`src/rtl/tdc_meas_if.sv`:
```
// tdc_meas_if: control/result bundle between the pin-side sequencer driver
// and tdc_meas_ctrl, plus the delay-line launch/code pair.
//   master: drives ena, cmd_start, avg_sel, tdc_code; observes the rest
//   slave : the controller side (tdc_meas_ctrl)
interface tdc_meas_if #(
    parameter int N_DELAY = 32
);
    logic               ena;
    logic               cmd_start;
    logic [1:0]         avg_sel;
    logic [N_DELAY-1:0] tdc_code;
    logic               tdc_start;
    logic               busy;
    logic               done;
    logic [15:0]        result_sum;
    logic [7:0]         result_avg;
    logic               sat;
    logic               bubble;

    modport master (
        output ena, cmd_start, avg_sel, tdc_code,
        input  tdc_start, busy, done, result_sum, result_avg, sat, bubble
    );

    modport slave (
        input  ena, cmd_start, avg_sel, tdc_code,
        output tdc_start, busy, done, result_sum, result_avg, sat, bubble
    );
endinterface

```
`src/rtl/tdc_meas_ctrl.sv`:
```
// tdc_meas_ctrl: measurement sequencer for the tapped-delay-line TDC.
// Launches the delay-line start edge, waits SETTLE cycles, captures the
// thermometer code, waits SETTLE cycles with the start released, and repeats
// 2^avg_sel times. Reports sum, averaged count, saturation and bubble flags.
// Ports:
//   clk, rst_n  : clock, asynchronous active-low reset
//   bus (slave) : ena, cmd_start, avg_sel, tdc_code in;
//                 tdc_start, busy, done, result_sum, result_avg, sat, bubble out
module tdc_meas_ctrl #(
    parameter int N_DELAY = 32,
    parameter int SETTLE  = 2
) (
    input logic       clk,
    input logic       rst_n,
    tdc_meas_if.slave bus
);
    localparam int ACC_W = $clog2(8 * N_DELAY + 1);
    localparam int CNT_W = $clog2(N_DELAY + 1);
    localparam int TMR_W = (SETTLE > 1) ? $clog2(SETTLE) : 1;

    typedef enum logic [2:0] {
        S_IDLE, S_LAUNCH, S_SETTLE, S_CAPTURE, S_RECOVER, S_DONE
    } state_t;

    state_t             state, state_n;
    logic               tdc_start_n;
    logic [TMR_W-1:0]   tmr;
    logic [3:0]         smp_cnt;
    logic [1:0]         avg_sel_q;
    logic [ACC_W-1:0]   acc;
    logic               sat_acc, bub_acc;

    // Per-sample decode of the thermometer code
    logic [CNT_W-1:0]   smp_count;
    logic               smp_bub, smp_sat, seen_zero;

    always_comb begin
        smp_count = '0;
        smp_bub   = 1'b0;
        seen_zero = 1'b0;
        for (int i = 0; i < N_DELAY; i++) begin
            if (!bus.tdc_code[i])
                seen_zero = 1'b1;
            else if (seen_zero)
                smp_bub = 1'b1;   // stray 1 above the first 0
            else
                smp_count = smp_count + CNT_W'(1);
        end
        smp_sat = (smp_count == CNT_W'(N_DELAY));
    end

    // State register
    always_ff @(posedge clk or negedge rst_n) begin
        if (!rst_n) begin
            state         <= S_IDLE;
            bus.tdc_start <= 1'b0;
        end else begin
            state         <= state_n;
            bus.tdc_start <= tdc_start_n;
        end
    end

    // Next state; tdc_start is registered off the next state so it is high
    // exactly while the FSM sits in LAUNCH/SETTLE/CAPTURE.
    always_comb begin
        state_n = state;
        case (state)
            S_IDLE:    if (bus.cmd_start) state_n = S_LAUNCH;
            S_LAUNCH:  state_n = S_SETTLE;
            S_SETTLE:  if (tmr == '0) state_n = S_CAPTURE;
            S_CAPTURE: state_n = S_RECOVER;
            S_RECOVER: if (tmr == '0)
                           state_n = (smp_cnt == (4'd1 << avg_sel_q)) ? S_DONE : S_LAUNCH;
            S_DONE:    state_n = S_IDLE;
            default:   state_n = S_IDLE;
        endcase
        if (!bus.ena) state_n = S_IDLE;
        tdc_start_n = (state_n == S_LAUNCH) || (state_n == S_SETTLE) ||
                      (state_n == S_CAPTURE);
    end

    assign bus.busy = (state != S_IDLE);
    assign bus.done = (state == S_DONE);

    // Datapath: timer, accumulator, sticky flags, result registers
    always_ff @(posedge clk or negedge rst_n) begin
        if (!rst_n) begin
            tmr            <= '0;
            smp_cnt        <= '0;
            avg_sel_q      <= '0;
            acc            <= '0;
            sat_acc        <= 1'b0;
            bub_acc        <= 1'b0;
            bus.result_sum <= '0;
            bus.result_avg <= '0;
            bus.sat        <= 1'b0;
            bus.bubble     <= 1'b0;
        end else begin
            // LAUNCH always precedes SETTLE and CAPTURE precedes RECOVER, so
            // preloading there gives SETTLE cycles in each wait state.
            if (state == S_LAUNCH || state == S_CAPTURE)
                tmr <= TMR_W'(SETTLE - 1);
            else if (tmr != '0)
                tmr <= tmr - TMR_W'(1);

            if (state == S_IDLE && state_n == S_LAUNCH) begin
                avg_sel_q <= bus.avg_sel;
                acc       <= '0;
                smp_cnt   <= '0;
                sat_acc   <= 1'b0;
                bub_acc   <= 1'b0;
            end else if (state == S_CAPTURE && state_n == S_RECOVER) begin
                acc     <= acc + ACC_W'(smp_count);
                smp_cnt <= smp_cnt + 4'd1;
                sat_acc <= sat_acc | smp_sat;
                bub_acc <= bub_acc | smp_bub;
            end

            // Load on entry to DONE so results are valid in the done cycle
            if (state_n == S_DONE) begin
                bus.result_sum <= 16'(acc);
                bus.result_avg <= 8'(acc >> avg_sel_q);
                bus.sat        <= sat_acc;
                bus.bubble     <= bub_acc;
            end
        end
    end
endmodule

```
`src/flat_wrapper.sv`:
```
// flat-port wrapper written by rule: the top's interface ports become plain ports
module tdc_meas_ctrl_flat 
#(
    parameter int N_DELAY = 32,
    parameter int SETTLE  = 2
)
  (clk, rst_n, bus_ena, bus_cmd_start, bus_avg_sel, bus_tdc_code, bus_tdc_start, bus_busy, bus_done, bus_result_sum, bus_result_avg, bus_sat, bus_bubble);
  tdc_meas_if #(.N_DELAY(N_DELAY)) bus_i ();
  input logic clk;
  input logic rst_n;
  input wire logic [$bits(bus_i.ena)-1:0] bus_ena;
  input wire logic [$bits(bus_i.cmd_start)-1:0] bus_cmd_start;
  input wire logic [$bits(bus_i.avg_sel)-1:0] bus_avg_sel;
  input wire logic [$bits(bus_i.tdc_code)-1:0] bus_tdc_code;
  output wire logic [$bits(bus_i.tdc_start)-1:0] bus_tdc_start;
  output wire logic [$bits(bus_i.busy)-1:0] bus_busy;
  output wire logic [$bits(bus_i.done)-1:0] bus_done;
  output wire logic [$bits(bus_i.result_sum)-1:0] bus_result_sum;
  output wire logic [$bits(bus_i.result_avg)-1:0] bus_result_avg;
  output wire logic [$bits(bus_i.sat)-1:0] bus_sat;
  output wire logic [$bits(bus_i.bubble)-1:0] bus_bubble;
  assign bus_i.ena = bus_ena;
  assign bus_i.cmd_start = bus_cmd_start;
  assign bus_i.avg_sel = bus_avg_sel;
  assign bus_i.tdc_code = bus_tdc_code;
  assign bus_tdc_start = bus_i.tdc_start;
  assign bus_busy = bus_i.busy;
  assign bus_done = bus_i.done;
  assign bus_result_sum = bus_i.result_sum;
  assign bus_result_avg = bus_i.result_avg;
  assign bus_sat = bus_i.sat;
  assign bus_bubble = bus_i.bubble;
  tdc_meas_ctrl #(.N_DELAY(N_DELAY), .SETTLE(SETTLE)) u_core (.clk(clk), .rst_n(rst_n), .bus(bus_i));
endmodule
```
`config.mk`:
```
export PLATFORM = sky130hd
export DESIGN_NAME = tdc_meas_ctrl_flat
export DESIGN_NICKNAME = d
export VERILOG_FILES = /design/src/rtl/tdc_meas_if.sv /design/src/rtl/tdc_meas_ctrl.sv /design/src/flat_wrapper.sv
export SDC_FILE = /design/constraint.sdc
export NUM_CORES = 1
export LEC_CHECK = 0
export CAP_MARGIN = 20
export CORE_ASPECT_RATIO = 0.9
export CORE_MARGIN = 3
export CORE_UTILIZATION = 23
export DETAILED_ROUTE_END_ITERATION = 7
export SETUP_SLACK_MARGIN = 0.05
export SLEW_MARGIN = 25
export SYNTH_ARGS = -nofsm -noshare
export SYNTH_HDL_FRONTEND = slang
export SYNTH_SLANG_ARGS = --single-unit
```
`constraint.sdc`:
```
create_clock -name clk -period 2.95 [get_ports clk]
set_input_delay 0.59 -clock clk [delete_from_list [all_inputs] [get_ports clk]]
set_output_delay 0.59 -clock clk [all_outputs]
set_load 0.01 [all_outputs]
```
==> impl_results.md <==
* Least-Margin Pin Slew at 0.8993 ns
* CP arrival at 17.93 ns
* Synthesized cell area at 8051 um^2
* FMAX at 56.33 MHz
* Num ports at 67
* Number of port buffers at 59
* RSZ-0062 raised after global routing: yes
* FFs w/ async S/R, synth at 100.0%
* Part of the cycle the worst path needs at 601.8%
* Synth unique cells at 91
* VDD IR-drop max at 0.2120 mV
* Antenna Cells at 0
* Ratio of total power to cell area at 245.2 nW/um^2
* Status: finished, violations left
* Slew HR at roughly two fifths
* Final core utilization at roughly 40%
* Worst setup SP type: input pin
* TritonCTS Buffers at 5
* Drt wl/cell at ~15 um
* Internal at ~2.2 mW
* Placed cell count at 1913
* Row count at 64
* Storage cell area at 1026 um^2
* Final Skew at 0.005045 ns
* TritonCTS clock tree: built
* Synth Area per Inst at 7.483 um^2
* Vias at 10132
* Clock sinks at 41
* Core box area at 34270 um^2
* Sum of buffers and inverters on the critical path at 49
* Worst endpoint required time at 3.12 ns
* NetSw at around 1.2 mW
* Switching Share at approximately 35%
* Post-synth EDFFs at 0
* Area grow syn2layout at 71.05%
* Leakage at between 6 and 7 nW
* Post-DP HPWL at 21640 um
* Commonest cells after routing, fill and taps aside: buf_4 (472), nand2_1 (108), nor2_1 (101)
* H-tree levels at 2
* Drt first pass iters at 6
* Seq pwr share at 20.5%
* Drt via density at roughly 4.9
* Final Net Count at 1660
* Pin count of the biggest net entering global routing at 42
* Max stage delay on crit path at 0.39 ns
* Most frequent CP cell: buf_4
* Clock Tree Root: clkbuf_16
* Final setup vio count at 11
* Final setup margin at -14.80 ns
* Area of the multi-input gates at 7381 um^2
* Final Hold Vio Count at 0
* R2R Setup Slk at roughly 0.5 ns
* Synthesis Warnings at 0
* RePlAce Congestion at 0.9069
* Gate count of the mapped netlist at 1076
* First-pass GRT wire length at 48210 um
* CP Max Fanout at 4
* Yosys reg bits at 41
* Drt total wl at between 30000 and 40000 um
* Clock power frac at 20.7%
* Max-cap violation count at 0
* Final Hold Slack at 0.4358 ns
* Worst-case clock buffer depth at 2
* Initial DRC count at roughly 870
* Failing checks: negative setup slack
* Post-route insts no fill at between 2000 and 2500
* Die H at 183.5 um
* Initial Util at 23.49%
* Layout cells sized above 1 at 43.09%
* Clock Latency Late Sink at 0.29 ns
* Crit. End Element: register
* Combinational power share at between 50% and 60%
* Clock-pin slew on the worst setup and hold paths at roughly 0.06 ns
* Vias in the first global route at 9738
* Slowest cell on crit path: xnor3_1
* Overall Global Routing Usage at between 10% and 20%
* DRT antenna net count at 0
* # fillers at between 3000 and 4000
* Die area at 37290 um^2
* Path type of the worst setup path: input pin to register
* Final min period at between 15 and 20 ns
* Remaining Overflow, GRT at 0
* Antenna violations before repair at 0
* Most common cell after layout, fill and taps aside: buf_4
* Drt drc at 0
* Sequential area share after synthesis at about 13%
* Hold WC Path Type: input pin to async pin
* Slew Viols, Final at 0
* Primary FF master, synth: dfrtp_1
* Top Family by Delay on Critical Path: buffers and inverters
* Die width at 203.2 um
-- synth_stat cells, types with 11 or more instances --
master / instances / area, um^2
nand2_1: 116 / 435.4
and3_1: 19 / 118.9
nor3_1: 26 / 130.1
a21oi_1: 64 / 320.3
xor2_1: 47 / 411.6
a31oi_1: 17 / 106.4
mux2_2: 24 / 270.3
o31ai_1: 13 / 97.59
clkbuf_1: 38 / 142.6
xnor2_1: 93 / 814.5
nor2_1: 110 / 412.9
inv_1: 28 / 105.1
buf_4: 13 / 97.59
nor4_1: 12 / 75.07
mux2i_1: 32 / 320.3
o21ai_0: 49 / 245.2
nand3_1: 49 / 245.2
nor2b_1: 11 / 68.82
ha_1: 37 / 462.9
nand2b_1: 14 / 87.58
dfrtp_1: 41 / 1026
nand4_1: 30 / 187.7
-- power groups by stage --
stage	Sequential [mW]	Clock, mW	Combinational (mW)
after global placement	0.698	0	1.35
after detailed placement	0.699	0	1.37
after floorplan	0.650	0	0.835
after global routing	0.705	0.735	2.12
final	0.692	0.700	1.98
after CTS	0.691	0.714	1.67
-- sequential cells by signal, indices dropped and copies added (netlist names) --
signal	cells
u_core.state	3
u_core.bus.result_sum	9
u_core.sat_acc	1
u_core.bus.tdc_start	1
u_core.acc	9
u_core.bus.sat	1
u_core.smp_cnt	4
u_core.tmr	1
u_core.bus.bubble	1
u_core.avg_sel_q	2
u_core.bub_acc	1
u_core.bus.result_avg	8
-- repair_timing --
item | in CTS | in global routing
pin swaps | 109 | 88
endpoints found under the hold margin | 0 | 0
setup buffers | 90 | 38
endpoints found under the setup margin | 11 | 11
gates resized for setup | 88 | 84
hold buffers | 0 | 0
-- routing by layer --
layer  global-route usage (%)  wire, um  vias up
met3                    1.788      1817       86
met2                    24.95     14020      402
met1                    21.01     13770     4725
met4                    3.881       890        0
li1                         -         -     4919
met5                        0         0        -
-- cell type report --
type                       instances  area share, %
clock buffer                       5         0.9085
clock inverter                     3         0.4724
inverter                          29         0.8449
multi-input combinational        949          53.59
sequential                        41          7.450
tap                              462          4.197
timing repair buffer             558          32.53
-- per-stage QoR --
stage	worst slack, ns	power (mW)	TNS (ns)	area (um^2)
after floorplan	-14.09	1.485	-125.57	8383
after global placement	-14.42	2.046	-131.88	11950
after detailed placement	-14.98	2.072	-136.81	11950
after CTS	-14.14	3.073	-128.15	13120
after global routing	-15.62	3.558	-142.52	13770
final	-14.80	3.377	-134.89	13770
-- kinds of logic after synthesis --
family,count (synthesis),synth area share (%)
and+or+nand+nor,460,29.32
adders and majority gates,39,6.123
DFF,41,12.74
AOI/OAI and AO/OA,222,17.51
buffers and inverters,92,5.113
other,1,0.04658
xor gates and xnor gates,161,20.68
muxes,60,8.454
-- path summary, 6_finish.rpt --
path                                          start                        to  cells after the start
setup / recovery                    bus_tdc_code[0]             u_core.acc[7]                    111
hold / removal                                rst_n           u_core.state[1]                      1
setup reg to reg                u_core.avg_sel_q[1]  u_core.bus.result_avg[1]                     11
hold reg to reg            u_core.bus.result_avg[4]  u_core.bus.result_avg[4]                      2
max in group asynchronous                     rst_n  u_core.bus.result_avg[0]                      1
min in group clk           u_core.bus.result_avg[4]  u_core.bus.result_avg[4]                      2
Power figures use the tool's default switching activity.
